<file path="src/rtl/tutor_answer_serializer_pkg.sv">
// rtl/tutor_answer_serializer_pkg.sv - shared types and defaults for the answer serializer
package tutor_pkg;

    localparam int W     = 32;
    localparam int IW    = 5;
    localparam int MAX_Q = 32;

    typedef logic [W-1:0] ans_mask_t;

    typedef enum logic [1:0] {
        ST_IDLE = 2'd0,
        ST_EMIT = 2'd1,
        ST_FIN  = 2'd2
    } state_t;

endpackage

</file>
<file path="src/rtl/tutor_answer_serializer_if.sv">
// rtl/tutor_answer_serializer_if.sv - run request, index stream and status bundle
interface tutor_answer_serializer_if #(
    parameter int W  = tutor_pkg::W,
    parameter int IW = tutor_pkg::IW
) ();

    logic          start;
    logic [W-1:0]  mask_in;
    logic          idx_ready;
    logic          idx_valid;
    logic [IW-1:0] idx;
    logic          busy;
    logic          done;
    logic [IW:0]   count;

    // master: generator/consumer side, slave: the serializer
    modport master (
        output start, mask_in, idx_ready,
        input  idx_valid, idx, busy, done, count
    );

    modport slave (
        input  start, mask_in, idx_ready,
        output idx_valid, idx, busy, done, count
    );

endinterface

</file>
<file path="src/rtl/tutor_lsb_encoder.sv">
// rtl/tutor_lsb_encoder.sv - combinational lowest-set-bit index encoder
module tutor_lsb_encoder #(
    parameter int W  = tutor_pkg::W,
    parameter int IW = tutor_pkg::IW
) (
    input  logic [W-1:0]  i_vec,
    output logic [IW-1:0] o_idx,
    output logic          o_any
);

    // scan from the top so the lowest set bit wins; zero input yields index 0
    always_comb begin
        o_idx = '0;
        for (int i = W - 1; i >= 0; i--) begin
            if (i_vec[i]) begin
                o_idx = IW'(i);
            end
        end
    end

    assign o_any = |i_vec;

endmodule

</file>
<file path="src/rtl/tutor_answer_serializer.sv">
// rtl/tutor_answer_serializer.sv - emits set-bit indices of an answer mask one per handshake
module tutor_answer_serializer
    import tutor_pkg::*;
#(
    parameter int W     = tutor_pkg::W,
    parameter int IW    = tutor_pkg::IW,
    parameter int MAX_Q = tutor_pkg::MAX_Q
) (
    input logic clk,
    input logic rst_n,
    tutor_answer_serializer_if.slave bus
);

    localparam int          CNT_W   = IW + 1;
    localparam logic [IW:0] MAX_Q_C = CNT_W'(MAX_Q);

    state_t        r_state;
    state_t        w_state_next;
    logic [W-1:0]  r_pend;
    logic [IW:0]   r_count;

    logic [IW-1:0] w_lsb;
    logic          w_any;
    logic          w_valid;
    logic          w_fire;
    logic [W-1:0]  w_pend_clr;
    logic [IW:0]   w_count_inc;
    logic          w_last;

    tutor_lsb_encoder #(
        .W  (W),
        .IW (IW)
    ) u_enc (
        .i_vec (r_pend),
        .o_idx (w_lsb),
        .o_any (w_any)
    );

    // outputs depend only on registered state, so start/mask_in cannot disturb a run
    assign w_valid     = (r_state == ST_EMIT) && w_any && (r_count < MAX_Q_C);
    assign w_fire      = w_valid && bus.idx_ready;
    // x & (x-1) drops the lowest set bit, which is exactly the index on offer
    assign w_pend_clr  = r_pend & (r_pend - W'(1));
    assign w_count_inc = r_count + CNT_W'(1);
    // the accepted index is the final one: leave EMIT now so done lands right after it
    assign w_last      = (w_pend_clr == '0) || (w_count_inc >= MAX_Q_C);

    // state register
    always_ff @(posedge clk) begin
        if (!rst_n) begin
            r_state <= ST_IDLE;
        end else begin
            r_state <= w_state_next;
        end
    end

    // next-state logic
    always_comb begin
        w_state_next = r_state;
        case (r_state)
            ST_IDLE: begin
                if (bus.start) begin
                    w_state_next = ST_EMIT;
                end
            end
            ST_EMIT: begin
                if (!w_valid) begin
                    w_state_next = ST_FIN;
                end else if (w_fire && w_last) begin
                    w_state_next = ST_FIN;
                end
            end
            ST_FIN: begin
                w_state_next = ST_IDLE;
            end
            default: begin
                w_state_next = ST_IDLE;
            end
        endcase
    end

    // pending mask and accepted-answer counter
    always_ff @(posedge clk) begin
        if (!rst_n) begin
            r_pend  <= '0;
            r_count <= '0;
        end else if (r_state == ST_IDLE) begin
            if (bus.start) begin
                r_pend  <= bus.mask_in;
                r_count <= '0;
            end
        end else if (w_fire) begin
            r_pend  <= w_pend_clr;
            r_count <= w_count_inc;
        end
    end

    assign bus.idx_valid = w_valid;
    assign bus.idx       = w_valid ? w_lsb : '0;
    assign bus.busy      = (r_state != ST_IDLE);
    assign bus.done      = (r_state == ST_FIN);
    assign bus.count     = r_count;

endmodule

</file>
<file path="src/flat_wrapper.sv">
// flat-port wrapper written by rule: the top's interface ports become plain ports
module tutor_answer_serializer_flat import tutor_pkg::*;
#(
    parameter int W     = tutor_pkg::W,
    parameter int IW    = tutor_pkg::IW,
    parameter int MAX_Q = tutor_pkg::MAX_Q
)
  (clk, rst_n, bus_start, bus_mask_in, bus_idx_ready, bus_idx_valid, bus_idx, bus_busy, bus_done, bus_count);
  tutor_answer_serializer_if #(.W(W), .IW(IW)) bus_i ();
  input logic clk;
  input logic rst_n;
  input wire logic [$bits(bus_i.start)-1:0] bus_start;
  input wire logic [$bits(bus_i.mask_in)-1:0] bus_mask_in;
  input wire logic [$bits(bus_i.idx_ready)-1:0] bus_idx_ready;
  output wire logic [$bits(bus_i.idx_valid)-1:0] bus_idx_valid;
  output wire logic [$bits(bus_i.idx)-1:0] bus_idx;
  output wire logic [$bits(bus_i.busy)-1:0] bus_busy;
  output wire logic [$bits(bus_i.done)-1:0] bus_done;
  output wire logic [$bits(bus_i.count)-1:0] bus_count;
  assign bus_i.start = bus_start;
  assign bus_i.mask_in = bus_mask_in;
  assign bus_i.idx_ready = bus_idx_ready;
  assign bus_idx_valid = bus_i.idx_valid;
  assign bus_idx = bus_i.idx;
  assign bus_busy = bus_i.busy;
  assign bus_done = bus_i.done;
  assign bus_count = bus_i.count;
  tutor_answer_serializer #(.W(W), .IW(IW), .MAX_Q(MAX_Q)) u_core (.clk(clk), .rst_n(rst_n), .bus(bus_i));
endmodule
</file>
<file path="config.mk">
export PLATFORM = sky130hd
export DESIGN_NAME = tutor_answer_serializer_flat
export DESIGN_NICKNAME = d
export VERILOG_FILES = /design/src/rtl/tutor_answer_serializer_pkg.sv /design/src/rtl/tutor_answer_serializer_if.sv /design/src/rtl/tutor_lsb_encoder.sv /design/src/rtl/tutor_answer_serializer.sv /design/src/flat_wrapper.sv
export SDC_FILE = /design/constraint.sdc
export NUM_CORES = 1
export LEC_CHECK = 0
export BUFFER_PORTS_ARGS = -buffer_cell sky130_fd_sc_hd__buf_4
export CAP_MARGIN = 0
export CORE_MARGIN = 10
export CORE_UTILIZATION = 35
export CTS_CLUSTER_DIAMETER = 50
export CTS_CLUSTER_SIZE = 40
export DETAILED_ROUTE_END_ITERATION = 7
export PLACE_DENSITY = 0.53
export SYNTH_ARGS = -nofsm -noshare
export SYNTH_HDL_FRONTEND = slang
export SYNTH_HIERARCHICAL = 1
export SYNTH_SLANG_ARGS = --single-unit
</file>
<file path="constraint.sdc">
create_clock -name clk -period 3.6 [get_ports clk]
set_input_delay 0.18 -clock clk [delete_from_list [all_inputs] [get_ports clk]]
set_output_delay 0.18 -clock clk [all_outputs]
set_load 0.02 [all_outputs]
</file>
Word level (Yosys, flattened, before mapping)
Index checks and enable logic that the tools add are counted.
{ "op_classes": {"n_addsub": 2, "order_cmp": 2, "eq_ne": 4, "muxes": 43, "bitwise_logic": 1, "n_reduce_logical": 12} }
{ "op_table": {"columns": ["operator", "count"], "rows": [
  ["5-bit two-way mux", 33],
  ["32-bit two-way mux", 3],
  ["32-bit AND", 1],
  ["32-bit logical NOT", 1],
  ["32-bit OR reduction", 1],
  ["32-bit by 1-bit subtractor with 32-bit output, second input constant", 1],
  ["6-bit two-way mux", 3],
  ["6-bit by 1-bit adder with 6-bit output, second input constant", 1],
  ["6-bit greater-or-equal comparator, second input constant", 1],
  ["6-bit < comparator, second input constant", 1],
  ["2-bit two-way mux", 3],
  ["1-bit logical AND", 4],
  ["2-bit case mux with 2 select lines", 1],
  ["2-bit AND reduction", 2],
  ["2-bit nonzero test", 2],
  ["3-bit != test, second input constant", 1],
  ["2-bit by 1-bit equality test with 1-bit output, second input constant", 1],
  ["2-bit equality test, second input constant", 1],
  ["2-bit logical NOT", 1],
  ["2-bit != test, second input constant", 1],
  ["1-bit logical OR", 1]
]} }
{ "word_totals": {"reg_bits": 40, "inputBits": 36, "out_inout_bits": 14, "word_cells": 67} }

Longest topological paths before layout
{ "depth": {"depth_word": 33, "depth_mapped": 11, "depth_no_buf": 11} }

Hierarchy
Netlist, hierarchy kept.
{ "by_module_without_submodules": {"columns": ["mod", "n_inst", "cells_per_inst", "area_per_inst_um2", "seq_area_each_um2"], "rows": [
  ["tutor_answer_serializer", 1, 303, 2346.0, 800.8],
  ["tutor_lsb_encoder", 1, 65, 385.4, 0.0]
]} }

Least setup slack after synthesis
Ideal clock, no wire load.
{ "synth_timing": {"path_type": "flip-flop to flip-flop", "start": "reg u_core.r_pend[0]", "end": "reg u_core.r_state[0]", "setup_time_ns": 0.116, "arrival_ns": 2.938, "required_time_ns": 3.484, "path_slack_ns": 0.546, "path_stages_with_launch": 11, "n_path_buf": 3, "period_less_slack_ns": 3.054, "path_cell_list": "dfxtp_1 buf_6 or4_4 buf_6 or4_4 buf_6 or4_4 nor3_2 o221a_1 nand4_1 a41o_1"} }
{ "synth_via": {"elab_chain_cells": 7, "elab_cells_between_ends": 13, "cone_classes": "add/sub (1); eq/ne (1); mux (2); bitwise (1); reduce/logical (8)"} }
{ "synth_rtl": {"columns": ["item", "line_no", "source"], "rows": [
  ["from (decl)", "tutor_answer_serializer.sv:19", "logic [W-1:0] r_pend;"],
  ["from (signal assigned)", "tutor_answer_serializer.sv:89", "r_pend <= bus.mask_in;"],
  ["from (signal assigned)", "tutor_answer_serializer.sv:93", "r_pend <= w_pend_clr;"],
  ["32-bit by 1-bit subtractor with 32-bit output / 32-bit OR reduction (equally long branches)", "tutor_answer_serializer.sv:43, tutor_lsb_encoder.sv:21", null],
  ["32-bit AND / 1-bit logical AND (equally long branches)", "tutor_answer_serializer.sv:43, tutor_answer_serializer.sv:40", null],
  ["32-bit logical NOT / 1-bit logical AND (equally long branches)", "tutor_answer_serializer.sv:46, tutor_answer_serializer.sv:40", null],
  ["1-bit logical OR / 1-bit logical AND (equally long branches)", "tutor_answer_serializer.sv:46, tutor_answer_serializer.sv:41", null],
  ["1-bit logical AND", "tutor_answer_serializer.sv:69", "end else if (w_fire && w_last) begin"],
  ["3-bit != test (no line)", null, null],
  ["2-bit AND reduction (no line)", null, null],
  ["to (signal assigned)", "tutor_answer_serializer.sv:53", "r_state <= w_state_next;"],
  ["to (decl)", "tutor_answer_serializer.sv:17", "state_t r_state;"]
]} }
Parallel ways exist; a longest one is shown, timed or not.
A chain may end at the register's enable or synchronous reset.

Worst setup path after layout
Same ends and word-level chain as after synthesis.

==> impl_metrics.toml <==
[clock_tree]
htree_num_levels = 2
cts_made_buffers = 5
cts_tree = "yes"
cts_root_buffer = "clkbuf_8"
post-cts-setup-buffers = 0
clk_latency_ns = 0.30
cts_resized = 0
clk_path_buf_depth = 2
cts.sinks = 40
clk_pin_slew_worst_paths_ns = 0.09
cts_hold_buf = 0

[critical_path]
crit_required_ns = 3.80
reg2reg_to = "u_core/r_state[0]$_SDFFE_PN0P_"
crit_top_cell = "or4_4"
cp_slowest_stage_delay_ns = 0.63
startpoint_type = "flop"
path_cells = "or4_4, or4_4, nor4_1, a31oi_1, and4bb_2, nand4_1, a41o_1"
r2r-start = "u_core/r_pend[0]$_SDFFE_PN0P_"
cp_slowest_cell = "or4_4"
arrival_ns = 3.43
reg2reg_slack_ns = 0.36
r2r_cells = 7
crit_type = "reg2reg"
path_max_fanout = 11
end_kind = "flop"

[grt]
grt_pass1_vias = 2779
use_met2 = 0.216
track_usage = 0.154
grt_pass1_wl_mm = 14.7
antenna_found_initial = 0
grt_util_met1 = 0.226
grt_max_degree = 41
use_met3 = 0.0393
grt_overflow = 0
top_usage_layer = "met1"

[min_path]
hp-class = "in2reg"
hold-path-cell-count = 3
hp-start = "bus_mask_in[21]"
hold_end = "u_core/r_pend[21]$_SDFFE_PN0P_"

[yosys]
ys_ff_latch = 40
yosysWarnings = 6
synth_compound_area_frac = 0.301
netlist_instances = 368
synth_top_family_by_area = "simple AND/OR/NAND/NOR gates"
synth_nets = 405
synth_simple_gate_area_frac = 0.338
synth_area_mm2 = 0.00273
yosysSeqAreaShare = 0.293
synthAdderAreaFrac = 0.00825
synth_edf_count = 0
synth_xor_area_frac = 0.0128
ys.flop_type = "dfxtp_1"
syn_avg_cell_area_um2 = 7.42
yosysUniqueCellTypes = 53
synthArstFlopShare = 0
synthMuxAreaShare = 0

[finish]
regArea_um2 = 801
multi_input_area_mm2 = 0.00181
diodes = 0
final_cell_mix = "60 x buf_4, 40 x dfxtp_1, 37 x nand2_1"
drive_above_1_share = 0.195
nFillCells = 800
fin_cells = 522
synthToLayoutAreaGrowth_pct = 21.4
final_common_cell = "buf_4"
nNetsFinal = 456

[timing]
hold_violations = 0
timing.setup.tns_ns = 0
rsz0062_at_grt = "false"
final.min_clock_period_ns = 3.24
drv_slew = 0
fin_skew_ns = 0.0111
max_freq_mhz = 309
finalSetupViolCount = 0
slew_headroom = 0.464
worst_pin_slew_ns = 0.794
min_period_over_period = 0.900

[detailed_routing]
routedWlPerCell_um = 17.4
post-route-drc-count = 0
vias = 2918
routed_wl_mm = 9.08
drtIter0Drc = 267
dr.pass1.iters = 4
routed_via_density = 5.59
antenna_left = 0

[die]
ios = 50
die_w_um = 108
die_y_um = 108
core-area_mm2 = 0.00765
rows = 32
initial_core_util = 0.357
dieArea_mm2 = 0.0117

[power]
leakagePower_uw = 0.00126
max-vdd-ir-drop_uv = 353
power_density_mw_per_mm2 = 794

[placed_design]
post-dp-hpwl_mm = 6.39
place_inst = 514
gp_congestion = 0.844
numPortBuffers = 49

[job]
cap_violations = 0

[run_status]
status = "complete, no violations"
-- metal layers --
layer	vias to the layer above	share of wire
met1	1344	0.49
met3	6	0.086
met2	91	0.42
met4	0	0.0090
li1	1477	-
met5	-	0
-- worst max-delay path, delay by kind of cell, from the launching register on --
kind | cells | cell delay, ns
DFF | 1 | 0.42
AOI/OAI and AO/OA | 2 | 0.44
and+or+nand+nor | 5 | 2.27
-- report_power, final --
group          leakage [µW]  total, µW  internal [µW]  switching [µW]
combinational      0.000884       1600            659             943
sequential         0.000328        723            536             188
clock             0.0000479        306            135             171
total               0.00126       2630           1330            1300
-- flip-flops by register name, indices dropped and copies added (netlist names) --
| register | count |
|---|---|
| u_core/bus.count | 6 |
| u_core/r_pend | 32 |
| u_core/r_state | 2 |
-- layout make-up --
type | count | area share
tap | 102 | 0.0385
inverter | 12 | 0.0136
clock buffer | 5 | 0.0207
sequential | 40 | 0.241
timing repair buffer | 60 | 0.136
multi-input combinational | 300 | 0.544
clock inverter | 3 | 0.00566
-- Yosys cell counts (7+ instances only) --
| master | instances | area share |
|---|---|---|
| dfxtp_1 | 40 | 0.29 |
| nand2_1 | 37 | 0.051 |
| nor2_1 | 36 | 0.049 |
| o21ai_0 | 35 | 0.064 |
| nor2b_1 | 20 | 0.046 |
| a21oi_1 | 16 | 0.029 |
| a21boi_0 | 15 | 0.041 |
| a22oi_1 | 15 | 0.041 |
| nor4_1 | 15 | 0.034 |
| clkbuf_1 | 13 | 0.018 |
| nor3_1 | 13 | 0.024 |
| inv_1 | 11 | 0.015 |
| and2_1 | 9 | 0.021 |
| a31oi_1 | 8 | 0.018 |
| nand3_1 | 7 | 0.013 |
-- stage by stage --
stage	power (µW)	hold WS, ns	instance area, µm²	worst slack (ns)	utilization
4_1_cts	2630	0.123	3320	0.390	0.434
3_3_place_gp	2320	0.440	3230	0.391	0.422
5_1_grt	2860	0.126	3320	0.256	0.434
2_1_floorplan	1820	0.319	2730	0.546	-
6_report	2630	0.131	3320	0.362	0.434
3_5_place_dp	2310	0.445	3230	0.410	0.422
-- how the worst max path moves through the flow --
stage	start	to	slack [ns]	cells past startpoint
2_1_floorplan	u_core/r_pend[0]$_SDFFE_PN0P_	u_core/r_state[0]$_SDFFE_PN0P_	0.55	10
3_3_place_gp	u_core/r_pend[0]$_SDFFE_PN0P_	u_core/r_state[0]$_SDFFE_PN0P_	0.39	7
3_5_place_dp	u_core/r_pend[0]$_SDFFE_PN0P_	u_core/r_state[0]$_SDFFE_PN0P_	0.41	7
4_1_cts	u_core/r_pend[0]$_SDFFE_PN0P_	u_core/r_state[0]$_SDFFE_PN0P_	0.39	7
5_1_grt	u_core/r_pend[8]$_SDFFE_PN0P_	u_core/r_pend[23]$_SDFFE_PN0P_	0.26	10
6_report	u_core/r_pend[0]$_SDFFE_PN0P_	u_core/r_state[0]$_SDFFE_PN0P_	0.36	7
-- cells by family (layout without fill, tap and decap cells) --
| kind of cell | after synthesis | after routing |
|---|---|---|
| buf+inv | 28 | 80 |
| xor+xnor | 4 | 4 |
| simple gates | 170 | 170 |
| flops | 40 | 40 |
| compound gates | 124 | 124 |
| fa+ha+maj | 2 | 2 |
(Power assumes the default switching activity.)
